File: src/rtl/fsb_pkg.sv
// Shared types for the FSB cycle tracker/terminator.
// State encoding and the IACK function-code constant.
package fsb_pkg;

  typedef enum logic [2:0] {
    IDLE,
    ACT,
    T_ACK,
    T_VPA,
    T_BERR
  } state_t;

  localparam logic [2:0] FC_IACK = 3'b111;

endpackage

File: src/rtl/fsb_cycle_term_if.sv
// FSB strobes, counter timeouts and cycle-termination outputs.
// master = CPU/counter side, slave = terminator.
interface fsb_cycle_term_if #(
  parameter int CNT_W = 8
);
  logic             nAS;
  logic             nDS;
  logic [2:0]       FC;
  logic             ACK;
  logic             TimeoutA;
  logic             TimeoutB;
  logic             CACT;
  logic             nDTACK;
  logic             nVPA;
  logic             nBERR;
  logic [CNT_W-1:0] BerrCnt;
  logic             Busy;

  modport master (
    output nAS, nDS, FC, ACK,
    output TimeoutA, TimeoutB,
    input  CACT, nDTACK, nVPA, nBERR,
    input  BerrCnt, Busy
  );

  modport slave (
    input  nAS, nDS, FC, ACK,
    input  TimeoutA, TimeoutB,
    output CACT, nDTACK, nVPA, nBERR,
    output BerrCnt, Busy
  );
endinterface

File: src/rtl/fsb_cycle_term_sat_counter.sv
// Width-parameterised saturating incrementer.
// Holds at all-ones; cleared only by reset.
module sat_counter #(
  parameter int W = 8
) (
  input  logic         i_clk,
  input  logic         i_rst,
  input  logic         i_inc,
  output logic [W-1:0] o_q
);
  logic [W-1:0] r_q;

  always_ff @(posedge i_clk or posedge i_rst) begin
    if (i_rst) begin
      r_q <= '0;
    end else if (i_inc && (r_q != '1)) begin
      r_q <= r_q + 1'b1;
    end
  end

  assign o_q = r_q;
endmodule

File: src/rtl/fsb_cycle_term.sv
// FSB cycle tracker: raises CACT for the timeout counter and
// terminates with DTACK, autovector VPA or BERR.
module fsb_cycle_term
  import fsb_pkg::*;
#(
  parameter bit VPA_EN = 1'b1,
  parameter int CNT_W  = 8
) (
  input logic            FCLK,
  input logic            RST,
  fsb_cycle_term_if.slave bus
);
  state_t           r_state;
  state_t           w_next;
  logic             r_cact;
  logic             r_ndtack;
  logic             r_nvpa;
  logic             r_nberr;
  logic             r_busy;
  logic             w_cact;
  logic             w_ndtack;
  logic             w_nvpa;
  logic             w_nberr;
  logic             w_busy;
  logic             w_berr_inc;
  logic             w_iack_vpa;
  logic [CNT_W-1:0] w_cnt;

  assign w_iack_vpa = VPA_EN && bus.TimeoutA &&
                      (bus.FC == FC_IACK) && !bus.nDS;

  always_ff @(posedge FCLK or posedge RST) begin
    if (RST) begin
      r_state  <= IDLE;
      r_cact   <= 1'b0;
      r_ndtack <= 1'b1;
      r_nvpa   <= 1'b1;
      r_nberr  <= 1'b1;
      r_busy   <= 1'b0;
    end else begin
      r_state  <= w_next;
      r_cact   <= w_cact;
      r_ndtack <= w_ndtack;
      r_nvpa   <= w_nvpa;
      r_nberr  <= w_nberr;
      r_busy   <= w_busy;
    end
  end

  // Timeouts only matter in ACT; stale ones in IDLE are dropped.
  always_comb begin
    w_next = r_state;
    unique case (r_state)
      IDLE: begin
        if (!bus.nAS) w_next = ACT;
      end
      ACT: begin
        if (bus.nAS)           w_next = IDLE;
        else if (bus.ACK)      w_next = T_ACK;
        else if (bus.TimeoutB) w_next = T_BERR;
        else if (w_iack_vpa)   w_next = T_VPA;
      end
      T_ACK, T_VPA, T_BERR: begin
        if (bus.nAS) w_next = IDLE;
      end
      default: w_next = IDLE;
    endcase
  end

  always_comb begin
    w_cact     = (w_next != IDLE);
    w_busy     = (w_next != IDLE);
    w_ndtack   = (w_next != T_ACK);
    w_nvpa     = (w_next != T_VPA);
    w_nberr    = (w_next != T_BERR);
    w_berr_inc = (r_state == ACT) && (w_next == T_BERR);
  end

  sat_counter #(
    .W(CNT_W)
  ) u_berr_cnt (
    .i_clk(FCLK),
    .i_rst(RST),
    .i_inc(w_berr_inc),
    .o_q  (w_cnt)
  );

  assign bus.CACT    = r_cact;
  assign bus.nDTACK  = r_ndtack;
  assign bus.nVPA    = r_nvpa;
  assign bus.nBERR   = r_nberr;
  assign bus.Busy    = r_busy;
  assign bus.BerrCnt = w_cnt;
endmodule

File: src/flat_wrapper.sv
// flat-port wrapper written by rule: the top's interface ports become plain ports
module fsb_cycle_term_flat import fsb_pkg::*;
#(
  parameter bit VPA_EN = 1'b1,
  parameter int CNT_W  = 8
)
  (FCLK, RST, bus_nAS, bus_nDS, bus_FC, bus_ACK, bus_TimeoutA, bus_TimeoutB, bus_CACT, bus_nDTACK, bus_nVPA, bus_nBERR, bus_BerrCnt, bus_Busy);
  fsb_cycle_term_if #(.CNT_W(CNT_W)) bus_i ();
  input logic FCLK;
  input logic RST;
  input wire logic [$bits(bus_i.nAS)-1:0] bus_nAS;
  input wire logic [$bits(bus_i.nDS)-1:0] bus_nDS;
  input wire logic [$bits(bus_i.FC)-1:0] bus_FC;
  input wire logic [$bits(bus_i.ACK)-1:0] bus_ACK;
  input wire logic [$bits(bus_i.TimeoutA)-1:0] bus_TimeoutA;
  input wire logic [$bits(bus_i.TimeoutB)-1:0] bus_TimeoutB;
  output wire logic [$bits(bus_i.CACT)-1:0] bus_CACT;
  output wire logic [$bits(bus_i.nDTACK)-1:0] bus_nDTACK;
  output wire logic [$bits(bus_i.nVPA)-1:0] bus_nVPA;
  output wire logic [$bits(bus_i.nBERR)-1:0] bus_nBERR;
  output wire logic [$bits(bus_i.BerrCnt)-1:0] bus_BerrCnt;
  output wire logic [$bits(bus_i.Busy)-1:0] bus_Busy;
  assign bus_i.nAS = bus_nAS;
  assign bus_i.nDS = bus_nDS;
  assign bus_i.FC = bus_FC;
  assign bus_i.ACK = bus_ACK;
  assign bus_i.TimeoutA = bus_TimeoutA;
  assign bus_i.TimeoutB = bus_TimeoutB;
  assign bus_CACT = bus_i.CACT;
  assign bus_nDTACK = bus_i.nDTACK;
  assign bus_nVPA = bus_i.nVPA;
  assign bus_nBERR = bus_i.nBERR;
  assign bus_BerrCnt = bus_i.BerrCnt;
  assign bus_Busy = bus_i.Busy;
  fsb_cycle_term #(.VPA_EN(VPA_EN), .CNT_W(CNT_W)) u_core (.FCLK(FCLK), .RST(RST), .bus(bus_i));
endmodule
File: config.mk
export PLATFORM = sky130hd
export DESIGN_NAME = fsb_cycle_term_flat
export DESIGN_NICKNAME = d
export VERILOG_FILES = /design/src/rtl/fsb_pkg.sv /design/src/rtl/fsb_cycle_term_if.sv /design/src/rtl/fsb_cycle_term_sat_counter.sv /design/src/rtl/fsb_cycle_term.sv /design/src/flat_wrapper.sv
export SDC_FILE = /design/constraint.sdc
export NUM_CORES = 1
export LEC_CHECK = 0
export ABC_AREA = 1
export CAP_MARGIN = 25
export CORE_UTILIZATION = 38
export DETAILED_ROUTE_END_ITERATION = 8
export HOLD_SLACK_MARGIN = 0.03
export PLACE_DENSITY = 0.66
export SYNTH_ARGS = -nofsm -noshare
export SYNTH_HDL_FRONTEND = slang
export SYNTH_SLANG_ARGS = --single-unit
File: constraint.sdc
create_clock -name FCLK -period 2.2 [get_ports FCLK]
set_input_delay 0.44 -clock FCLK [delete_from_list [all_inputs] [get_ports FCLK]]
set_output_delay 0.44 -clock FCLK [all_outputs]
set_load 0.05 [all_outputs]
==> Word-level counts from Yosys, hierarchy flattened <==
Index checks and enable logic that the tools add are counted.
{ "classes": {"n_addsub": 1, "eq_ne": 10, "n_reduce_logical": 8, "mux": 7} }
{ "op_table": {"columns": ["op", "n"], "rows": [
  ["$mux W3", 6],
  ["$eq A3 B3 Y1 const B", 3],
  ["$pmux W3 S3", 1],
  ["$add A8 B1 Y8 const B", 1],
  ["$ne A8 B8 Y1 const B", 1],
  ["$eq A3 B2 Y1 const B", 2],
  ["$ne A3 B2 Y1 const B", 2],
  ["$logic_and A1 B1 Y1", 4],
  ["$eq A3 B1 Y1 const B", 1],
  ["$logic_not A3 Y1", 1],
  ["$ne A3 B3 Y1 const B", 1],
  ["$reduce_bool A3 Y1", 1],
  ["$reduce_or A3 Y1", 1],
  ["$logic_not A1 Y1", 1]
]} }
{ "word_totals": {"reg_bits": 15, "output_inout_bits": 13, "input_bits": 10, "elab_cells": 32} }

==> Logic depth before layout (Yosys ltp) <==
Gate-level depths: netlist (run 1).
{ "logic_depth": {"depth_word": 11, "mapped_depth": 7, "mapped_depth_nobuf": 7} }

==> Cells and area by module <==
Synthesis (run 1) repeated with hierarchy kept, for this count alone.
{ "unflattened": {"cells_unflattened": 108, "hier_area_um2": 838.3} }
{ "by_module_without_submodules": {"columns": ["mod", "n_inst", "cells_each", "seq_area_each_um2", "area_per_inst_um2"], "rows": [
  ["sat_counter", 1, 63, 200.2, 473.0],
  ["fsb_cycle_term", 1, 45, 178.9, 365.4]
]} }

==> Least setup slack after synthesis (run 1) <==
No wires, ideal clock.
{ "synth_timing": {"path_type": "register -> register", "start": "register u_core.u_berr_cnt.r_q[0] (netlist: u_core.u_berr_cnt.o_q[0])", "end": "register u_core.u_berr_cnt.r_q[7] (netlist: u_core.u_berr_cnt.o_q[7])", "n_path_buf": 0, "arrival_time_ns": 1.635, "required_ns": 2.134, "path_stages_with_launch": 8, "setup_slack_ns": 0.499, "setup_time_ns": 0.066, "synth_period_minus_slack_ns": 1.701, "cell_sequence": "dfrtp_1 > ha_1 > nand3_1 > nor2_4 > nand3_4 > nand4_4 > nand2_1 > nand2_1"} }
{ "synth_between": {"elab_chain_cells": 2, "word_cells_on_any_way": 3, "classes_between": "add/sub (1); eq/ne (1); reduce/logical (1)"} }
{ "synth_lines": {"columns": ["element", "line_no", "rtl"], "rows": [
  ["from (decl)", "fsb_cycle_term_sat_counter.sv:11", "logic [W-1:0] r_q;"],
  ["from (signal assigned)", "fsb_cycle_term_sat_counter.sv:17", "r_q <= r_q + 1'b1;"],
  ["branches (longest 2 deep; another with $add A8 B1 Y8)", null, null]
]} }
Several ways; the timed one is not identified.
A chain may end at the register's enable or synchronous reset.

==> Final worst setup path (run 1) <==
{ "layout_timing": {"start": "register u_core.u_berr_cnt.r_q[6] (netlist: u_core.u_berr_cnt.o_q[6])", "end": "output bus_BerrCnt[6]"} }
{ "layout_rtl": {"columns": ["element", "line_no", "rtl"], "rows": [
  ["to (decl)", "flat_wrapper.sv:21", "output wire logic [$bits(bus_i.BerrCnt)-1:0] bus_BerrCnt;"]
]} }
No word-level cell between the ends.

==> metrics, run 1 <==
routability cong.=0.817; cell breakdown of the critical path=clkdlybuf4s50_1; final core occ=55.1%; routed len/inst=10.3 um; largest cells by area after synthesis=dfrtp_1 (36%), nand2_1 (14%), dfstp_2 (9.5%); Area Growth Syn to Fin=32.8%; sw power=301 uW; Post-route DRC=0; multiplexer share of the synthesized area=0%; syn nets=107; Final Hold Violating Endpoints=0; setup TNS=0 ns; worst setup path category=reg2out; RSZ-0062 raised after global routing=no; Peak supply drop=0.000585 V; layout cells sized above 1=14.9%; cell-internal power=478 uW; Max stage delay on crit path=0.84 ns; Hold WC Path Type=in2async; CP Buf/Inv Count=1; Synth Area in Simple Gates=35.4%; area of the die=0.00238 sq mm; Boundary Pins=23; Starting DRT DRC Count=7; Syn Inst Count=96; largest net degree at the start of global routing=16; synthesized flop and latch total=15; Row Count=16; sequential element share of the synthesized area=45.6%; post-synth top area share=36.1%; crit end category=output pin; CTS resizes=0; GRT Util Overall=15.3%; initial core utilization=41.5%; Post-Synth Adder-Cell Area=1.51%; Mean Syn Cell Area=8.65 sq um; remaining antenna violation count after routing=0; Sink Count=15; vias in the first global route=647; hold buffers post-CTS=0; number of distinct library cells after synthesis=22; Clock Tree Root=clkbuf_4; IO buf count=22; grt total ovfl=0; CP delay by family, top=buffers and inverters; Seq pwr share=44.8%; cts bufs inserted=3; DP HPWL=1160 um; leakage power=0.000521 uW; synthesis warning total=0; Fin Clk Skew=0.00159 ns; vias=695; largest family of logic cells by synthesized area=simple AND/OR/NAND/NOR gates; Worst EP required=1.76 ns; First-pass DRT Iterations=4; synthesized area=831 sq um; Synth area leader=dfrtp_1; first-pass GRT wire length=2810 um; H-tree depth=1; pwr dens=706 mW/mm^2; Slew HR=64.9%; post-synthesis xor/xnor area fraction=5.27%; CTS clock-pin slew for the worst setup and hold paths=0.08 ns; Clock power frac=19.3%; setup bufs post-CTS=0; CP Launch Type=flip-flop; crit path max fanout=5; antenna violations before repair=0; Ant. Diodes=0; most frequent cells in the layout=nand2_1 (30), clkdlybuf4s50_1 (22), dfrtp_1 (12), inv_1 (10), nand4_1 (7); die width=48.8 um; Comb pwr share=35.9%; Slew Viols, Final=0; post-layout net count=133; vias per inst=4.70; Worst-Skew Late Latency=0.27 ns; most common cell after layout, fill and taps aside=nand2_1; # setup viols final=0; maxcap violations=0; Die Y=48.8 um; status=finished, final reports clean; final WL=1530 um; worst-margin pin slew=0.526 ns; Core Footprint=0.00200 sq mm; Switching Share=38.6%; CTS tree=yes; crit path DAT=1.59 ns; complex-gate fraction of the synthesized area=5.42%; CTS Buffer Depth=2; f_max=0.494 GHz; fin crit period=2.03 ns; CP max-delay cell=clkdlybuf4s50_1; final worst-path cycle share=92.1%
layout make-up:
type                            count  area [sq um]
Sequential cell                    15           379
Inverter                           13          48.8
Clock buffer                        4          26.3
Multi-Input combinational cell     67           395
Fill cell                         189           898
Timing Repair Buffer               22           220
Tap cell                           27          33.8
sequential cells by signal, summed over array words and instances, names as in the netlist:
| register | flops |
|---|---|
| u_core.u_berr_cnt.o_q | 8 |
| u_core.bus.Busy | 1 |
| u_core.bus.nBERR | 1 |
| u_core.r_state | 3 |
| u_core.bus.nVPA | 1 |
| u_core.bus.nDTACK | 1 |
kinds of logic (layout without fill, tap and decap cells):
kind of cell    Yosys count  count (layout)
compound gates            6               6
xor+xnor                  5               5
fa+ha+maj                 1               1
buf+inv                  14              39
flops                    15              15
simple gates             55              55
cells in the mapped netlist (all sizes together):
master  count
buf         1
nand4       9
a21oi       2
inv        13
xor2        3
nand3b      1
nor2        9
dfstp       3
xnor2       2
dfrtp      12
nand2      30
nand3       6
o21ai       4
ha          1
path summary, 6_finish.rpt:
check,start,end,slack [ns],depth (start not counted)
max,u_core.u_berr_cnt.o_q[6],bus_BerrCnt[6],0.17,1
min,RST,u_core.u_berr_cnt.o_q[7],0.50,2
max in group asynchronous,RST,u_core.bus.nBERR,1.34,2
max reg2reg,u_core.u_berr_cnt.o_q[0],u_core.u_berr_cnt.o_q[1],0.76,7
min in group FCLK,u_core.u_berr_cnt.o_q[1],u_core.u_berr_cnt.o_q[1],0.56,2
min reg2reg,u_core.u_berr_cnt.o_q[1],u_core.u_berr_cnt.o_q[1],0.56,2
metal layers:
layer  wire length, um  vias up  track usage (%)
met5                 0        -                0
met4                27        0             7.35
met3                43        2             2.83
met2               703       14             24.1
met1               753      318             20.1
li1                  -      361                -
power groups by stage:
stage	clock, uW	combinational (uW)	sequential, uW
finish	150	280	349
global route	173	303	356
CTS	157	281	349
detailed placement	0	279	353
global placement	0	275	352
floorplan	0	103	440
per-stage QoR:
stage               hold WS, ns  instance area (sq um)  cells  power (uW)  setup slack, ns
floorplan                 0.339                    831     96         542            0.499
global placement          0.521                   1080    144         627            0.481
detailed placement        0.539                   1080    144         632            0.469
CTS                       0.513                   1100    148         788            0.153
global route              0.556                   1100    148         832            0.106
finish                    0.495                   1100    148         779            0.175
Power figures use the tool's default switching activity.
==> run 2, diff against run 1 <==
- CTS_CLUSTER_DIAMETER: default -> 30
- DONT_BUFFER_PORTS: default -> 1
- PLACE_DENSITY: 0.66 -> 0.52
==> run 2 against run 1 <==
  * Register-to-register slack worse by 0.04 ns
  * Global-route usage is 0.54 points higher
  * Die area stayed put
  * Final area is 15% lower
  * Sequential power is 1% higher
  * Non-clock buffer count is 15 lower
  * Fmax is 37% higher
  * Cell count is 10% lower
  * Clock-buffer cell count is 1 lower
  * Critical endpoint is now u_core.u_berr_cnt.o_q[6]
  * Largest cell class unchanged
==> metrics, run 2 (synthesis gave the netlist of run 1 again) <==
Switching Share=40.3% (+1.7 points); first-pass GRT wire length=2840 um (+1.2%); GRT Util Overall=15.8% (+0.54 points); Seq pwr share=47.4% (+2.6 points); vias=629 (-9.5%); DP HPWL=1150 um (-0.59%); Ant. Diodes=0 (unchanged); post-layout net count=118 (-11%); fin crit period=1.48 ns (-0.545 ns); vias per inst=4.73 (+0.71%); crit path max fanout=8 (+3); Largest register FFs=8 (unchanged); largest net degree at the start of global routing=16 (unchanged); Worst-Skew Late Latency=0.28 ns (about the same); f_max=0.675 GHz (+37%); hold slack=0.0862 ns (-0.409 ns); Worst EP required=2.43 ns (+0.67 ns); worst setup path category=reg2reg; FF/Latch Area=379 sq um (unchanged); CTS clock-pin slew for the worst setup and hold paths=0.09 ns (about the same); Slew Viols, Final=0 (unchanged); initial core utilization=41.5% (unchanged); remaining antenna violation count after routing=0 (unchanged); Die Y=48.8 um (unchanged); die width=48.8 um (unchanged); worst-margin pin slew=0.632 ns (+0.106 ns); Core Footprint=0.00200 sq mm (unchanged); setup bufs post-CTS=0 (unchanged); routability cong.=0.812 (-0.66%); Slew HR=57.9% (-7.0 points); Row Count=16 (unchanged); most frequent cells in the layout=nand2_1 (30), dfrtp_1 (12), inv_1 (10), nand4_1 (7), buf_4 (7); Area Growth Syn to Fin=12.8%; maxcap violations=0 (unchanged); Sink Count=15 (unchanged); setup TNS=0 ns (unchanged); Starting DRT DRC Count=8 (+1); fillers=206 (+9.0%); antenna violations before repair=0 (unchanged); layout cells sized above 1=24.5% (+9.7 points); IO buf count=0 (-100%); final worst-path cycle share=67.3% (-25 points); Tot Pwr=748 uW (-4.0%); Clock Tree Root=clkbuf_4; status=finished, final reports clean; final WL=1550 um (+1.6%); grt total ovfl=0 (unchanged); Clock power frac=20.7% (+1.4 points); Peak supply drop=0.000490 V (-16%); CP Launch Type=flip-flop; CTS Buffer Depth=2 (unchanged); Boundary Pins=23 (unchanged); cts bufs inserted=3 (unchanged); Final Hold Violating Endpoints=0 (unchanged); area of the die=0.00238 sq mm (unchanged); # setup viols final=0 (unchanged); vias in the first global route=620 (-4.2%); sw power=302 uW (+0.15%); crit path DAT=1.71 ns (+0.12 ns); Hold WC Path Type=in2async; CTS tree=yes; leakage power=0.000477 uW (-8.4%); routed len/inst=11.7 um (+13%); First-pass DRT Iterations=4 (unchanged); pwr dens=798 mW/mm^2 (+13%); crit end category=flip-flop; hold buffers post-CTS=0 (unchanged); cell-internal power=446 uW (-6.6%); H-tree depth=1 (unchanged); RSZ-0062 raised after global routing=no; most common cell after layout, fill and taps aside=nand2_1; Fin Clk Skew=0.000742 ns (-0.000852 ns); CTS resizes=0 (unchanged); area of the multi-input gates=395 sq um (unchanged); Comb pwr share=31.9% (-4.0 points); Post-route DRC=0 (unchanged)
run 2: changes by cell type in the layout (fill, tap and decap cells not counted), sizes merged:
cell,change
buf,+7
clkbuf,-1
clkdlybuf4s50,-22
clkinv,+1
run 2: power groups by stage:
| stage | sequential [uW] | clock, uW | combinational, uW |
|---|---|---|---|
| after floorplan | 440 | 0 | 103 |
| after global placement | 361 | 0 | 239 |
| after detailed placement | 360 | 0 | 241 |
| after CTS | 355 | 162 | 241 |
| after global routing | 358 | 179 | 262 |
| final | 354 | 155 | 239 |
run 2: path summary, 6_finish.rpt:
kind,from,endpoint,slack [ns],cells after the start
max,u_core.u_berr_cnt.o_q[2],u_core.u_berr_cnt.o_q[6],0.72,7
min,RST,u_core.u_berr_cnt.o_q[0],0.09,1
max reg2reg,u_core.u_berr_cnt.o_q[2],u_core.u_berr_cnt.o_q[6],0.72,7
min reg2reg,u_core.u_berr_cnt.o_q[5],u_core.u_berr_cnt.o_q[5],0.55,2
max in group asynchronous,RST,u_core.bus.nBERR,1.74,1
min in group FCLK,bus_ACK,u_core.r_state[1],0.36,2
run 2: through the flow:
stage               instance area, sq um  instances  util, %  setup slack, ns
floorplan                            831         96        -            0.499
global placement                     910        129     45.4            0.749
detailed placement                   910        129     45.4            0.737
CTS                                  937        133     46.8            0.705
global route                         937        133     46.8            0.591
finish                               937        133     46.8            0.719
run 2: cell type report:
type                       instances  area share, %
multi-input combinational         67           42.2
sequential                        15           40.5
timing repair buffer               7           5.61
tap                               27           3.60
clock inverter                     1          0.534
clock buffer                       3           2.40
inverter                          13           5.21
run 2: per-layer routing:
layer  track usage [%]  part of all wire [%]  vias to the layer above
li1                  -                     -                      329
met1              21.4                    51                      281
met2              23.6                    43                       16
met3              5.66                   5.5                        3
met4              4.41                  0.71                        0
met5                 0                     0                        -
run 2: critical path: stages (launching register included):
cell and delay [ns]:
dfrtp_1 0.34, buf_4 0.22, nand3_1 0.20, nor2_4 0.17
nand3_4 0.15, nand4_4 0.21, nand2_1 0.07, nand2_1 0.08
==> run 3, diff against run 2 <==
- PLACE_DENSITY: 0.52 -> 0.54
- clock period: 2.2 -> 1.3 ns (I/O delays scaled with it)
==> run 3 against run 2 <==
  * Die area did not move
  * First-iteration DRC count rose by 25%
  * Via count rose by 10%
  * Clock power rose by 72%
  * Clock-buffer cell count rose by 1
  * Sequential share of layout area fell by 4.3 points
  * Routed wire length rose by 6.1%
  * Critical endpoint is now bus_BerrCnt[1]
  * Largest cell class unchanged
==> metrics, run 3 (synthesis gave the netlist of run 1 again) <==
First-pass DRT Iterations=4 (unchanged); Worst EP required=1.04 ns (-1.39 ns); Peak supply drop=0.000933 V (+91%); Area Growth Syn to Fin=29.2%; final worst-path cycle share=98.2%; Hold Crit Start=bus_ACK; routed len/inst=11.5 um (-1.4%); worst setup path category=reg2out; vias per inst=4.85 (+2.5%); crit end category=output pin; Core Footprint=0.00200 sq mm (unchanged); fin crit period=1.28 ns; status=finished, final reports clean; Sink Count=15 (unchanged); Largest register FFs=8 (unchanged); CP Launch Type=flip-flop; die width=48.8 um (unchanged); Fin Clk Skew=0.00464 ns (+0.00390 ns); # setup viols final=0 (unchanged); area of the die=0.00238 sq mm (unchanged); crit path max fanout=4 (-4); Starting DRT DRC Count=10 (+2); CTS clock-pin slew for the worst setup and hold paths=0.09 ns (about the same); leakage power=0.000507 uW (+6.2%); RSZ-0062 raised after global routing=yes; most frequent cells in the layout=nand2_1 (27), buf_4 (14), inv_1 (10), nand4_1 (7), dfrtp_2 (7); grt total ovfl=0 (unchanged); fin cells=143 (+7.5%); most common cell after layout, fill and taps aside=nand2_1; Cell Area, Placed=987 sq um (+8.5%); Post-route DRC=0 (unchanged); antenna violations before repair=0 (unchanged); layout cells sized above 1=39.7% (+15 points); final WL=1650 um (+6.1%); crit path launch=u_core.u_berr_cnt.o_q[1]; crit path DAT=1.02 ns (-0.69 ns); Hold WC Path Type=in2reg; cts bufs inserted=3 (unchanged); worst-margin pin slew=0.568 ns (-0.0635 ns); Worst-Skew Late Latency=0.28 ns (about the same); Die Y=48.8 um (unchanged); GRT Util Overall=14.7% (-1.1 points); remaining antenna violation count after routing=0 (unchanged); Ant. Diodes=0 (unchanged); post-layout net count=128 (+8.5%); pwr dens=1310 mW/mm^2 (+64%); vias=693 (+10%); Finished Cell Area=0.00107 sq mm (+15%); vias in the first global route=606 (-2.3%); H-tree depth=1 (unchanged); first-pass GRT wire length=2640 um (-7.0%); IO buf count=0 (unchanged); RR Startpoint=u_core.u_berr_cnt.o_q[0]; Boundary Pins=23 (unchanged); Final Hold Violating Endpoints=0 (unchanged); largest net degree at the start of global routing=16 (unchanged); setup TNS=0 ns (unchanged); Slew HR=62.1% (+4.2 points); DP HPWL=1170 um (+1.4%); CTS Buffer Depth=2 (unchanged); initial core utilization=41.5% (unchanged); maxcap violations=0 (unchanged); Row Count=16 (unchanged); Slew Viols, Final=0 (unchanged); Cells after DPL=135 (+4.7%); CTS tree=yes; fillers=192 (-6.8%); routability cong.=0.770 (-5.1%); f_max=0.784 GHz; Clock Tree Root=clkbuf_4
run 3: cell types whose count changed in the layout (fill, tap and decap cells not counted), sizes merged:
cell	before	now
a21oi	2	3
buf	7	15
clkbuf	3	4
clkinv	1	0
dlygate4sd3	0	1
run 3: power breakdown:
part           switching (uW)  internal, uW
clock                     148           119
combinational             304           189
sequential                105           535
total                     558           844
run 3: worst paths after layout:
kind / endpoint / slack [ns] / cells after the start
worst max-delay path: bus_BerrCnt[1] / 0.02 / 2
worst min-delay path: u_core.r_state[1] / 0.19 / 2
worst max register to register: u_core.u_berr_cnt.o_q[6] / 0.02 / 7
worst min register to register: u_core.u_berr_cnt.o_q[5] / 0.56 / 2
max in group asynchronous: u_core.u_berr_cnt.o_q[3] / 0.43 / 2
min in group asynchronous: u_core.u_berr_cnt.o_q[1] / 0.46 / 2
run 3: through the flow:
step / hold slack, ns / worst slack [ns] / utilization [%] / power, uW
2_1_floorplan: 0.159 / -0.106 / - / 954
3_3_place_gp: 0.229 / 0.0504 / 49.3 / 1090
3_5_place_dp: 0.236 / 0.0360 / 49.3 / 1090
4_1_cts: 0.189 / 0.00821 / 51.1 / 1360
5_1_grt: 0.222 / -0.0570 / 53.6 / 1470
6_report: 0.192 / 0.0240 / 53.6 / 1400
run 3: per-layer routing:
metal	routed length, um	global-route usage [%]	share of wire [%]	vias up
met4	15	7.35	0.91	0
li1	-	-	-	353
met2	733	22.2	45	22
met1	821	19.2	50	316
met5	0	0	0	-
met3	75	4.09	4.6	2
run 3: area by class of cell:
| class | count | area [sq um] | share of cell area [%] |
|---|---|---|---|
| timing repair buffer | 16 | 126 | 11.8 |
| sequential | 15 | 388 | 36.1 |
| clock buffer | 4 | 26.3 | 2.45 |
| tap | 27 | 33.8 | 3.15 |
| inverter | 13 | 48.8 | 4.55 |
| multi-input combinational | 68 | 450 | 42.0 |
run 3: repair_timing:
action	4_1_cts	5_1_grt
endpoints found under the hold margin	12	0
gates resized for setup	0	7
hold buffers	1	0
endpoints found under the setup margin	0	9
setup buffers	0	2
run 3: critical path: stages, from the launching register on:
cell and delay, ns:
dfrtp_2 0.45, buf_4 0.14, buf_6 0.14
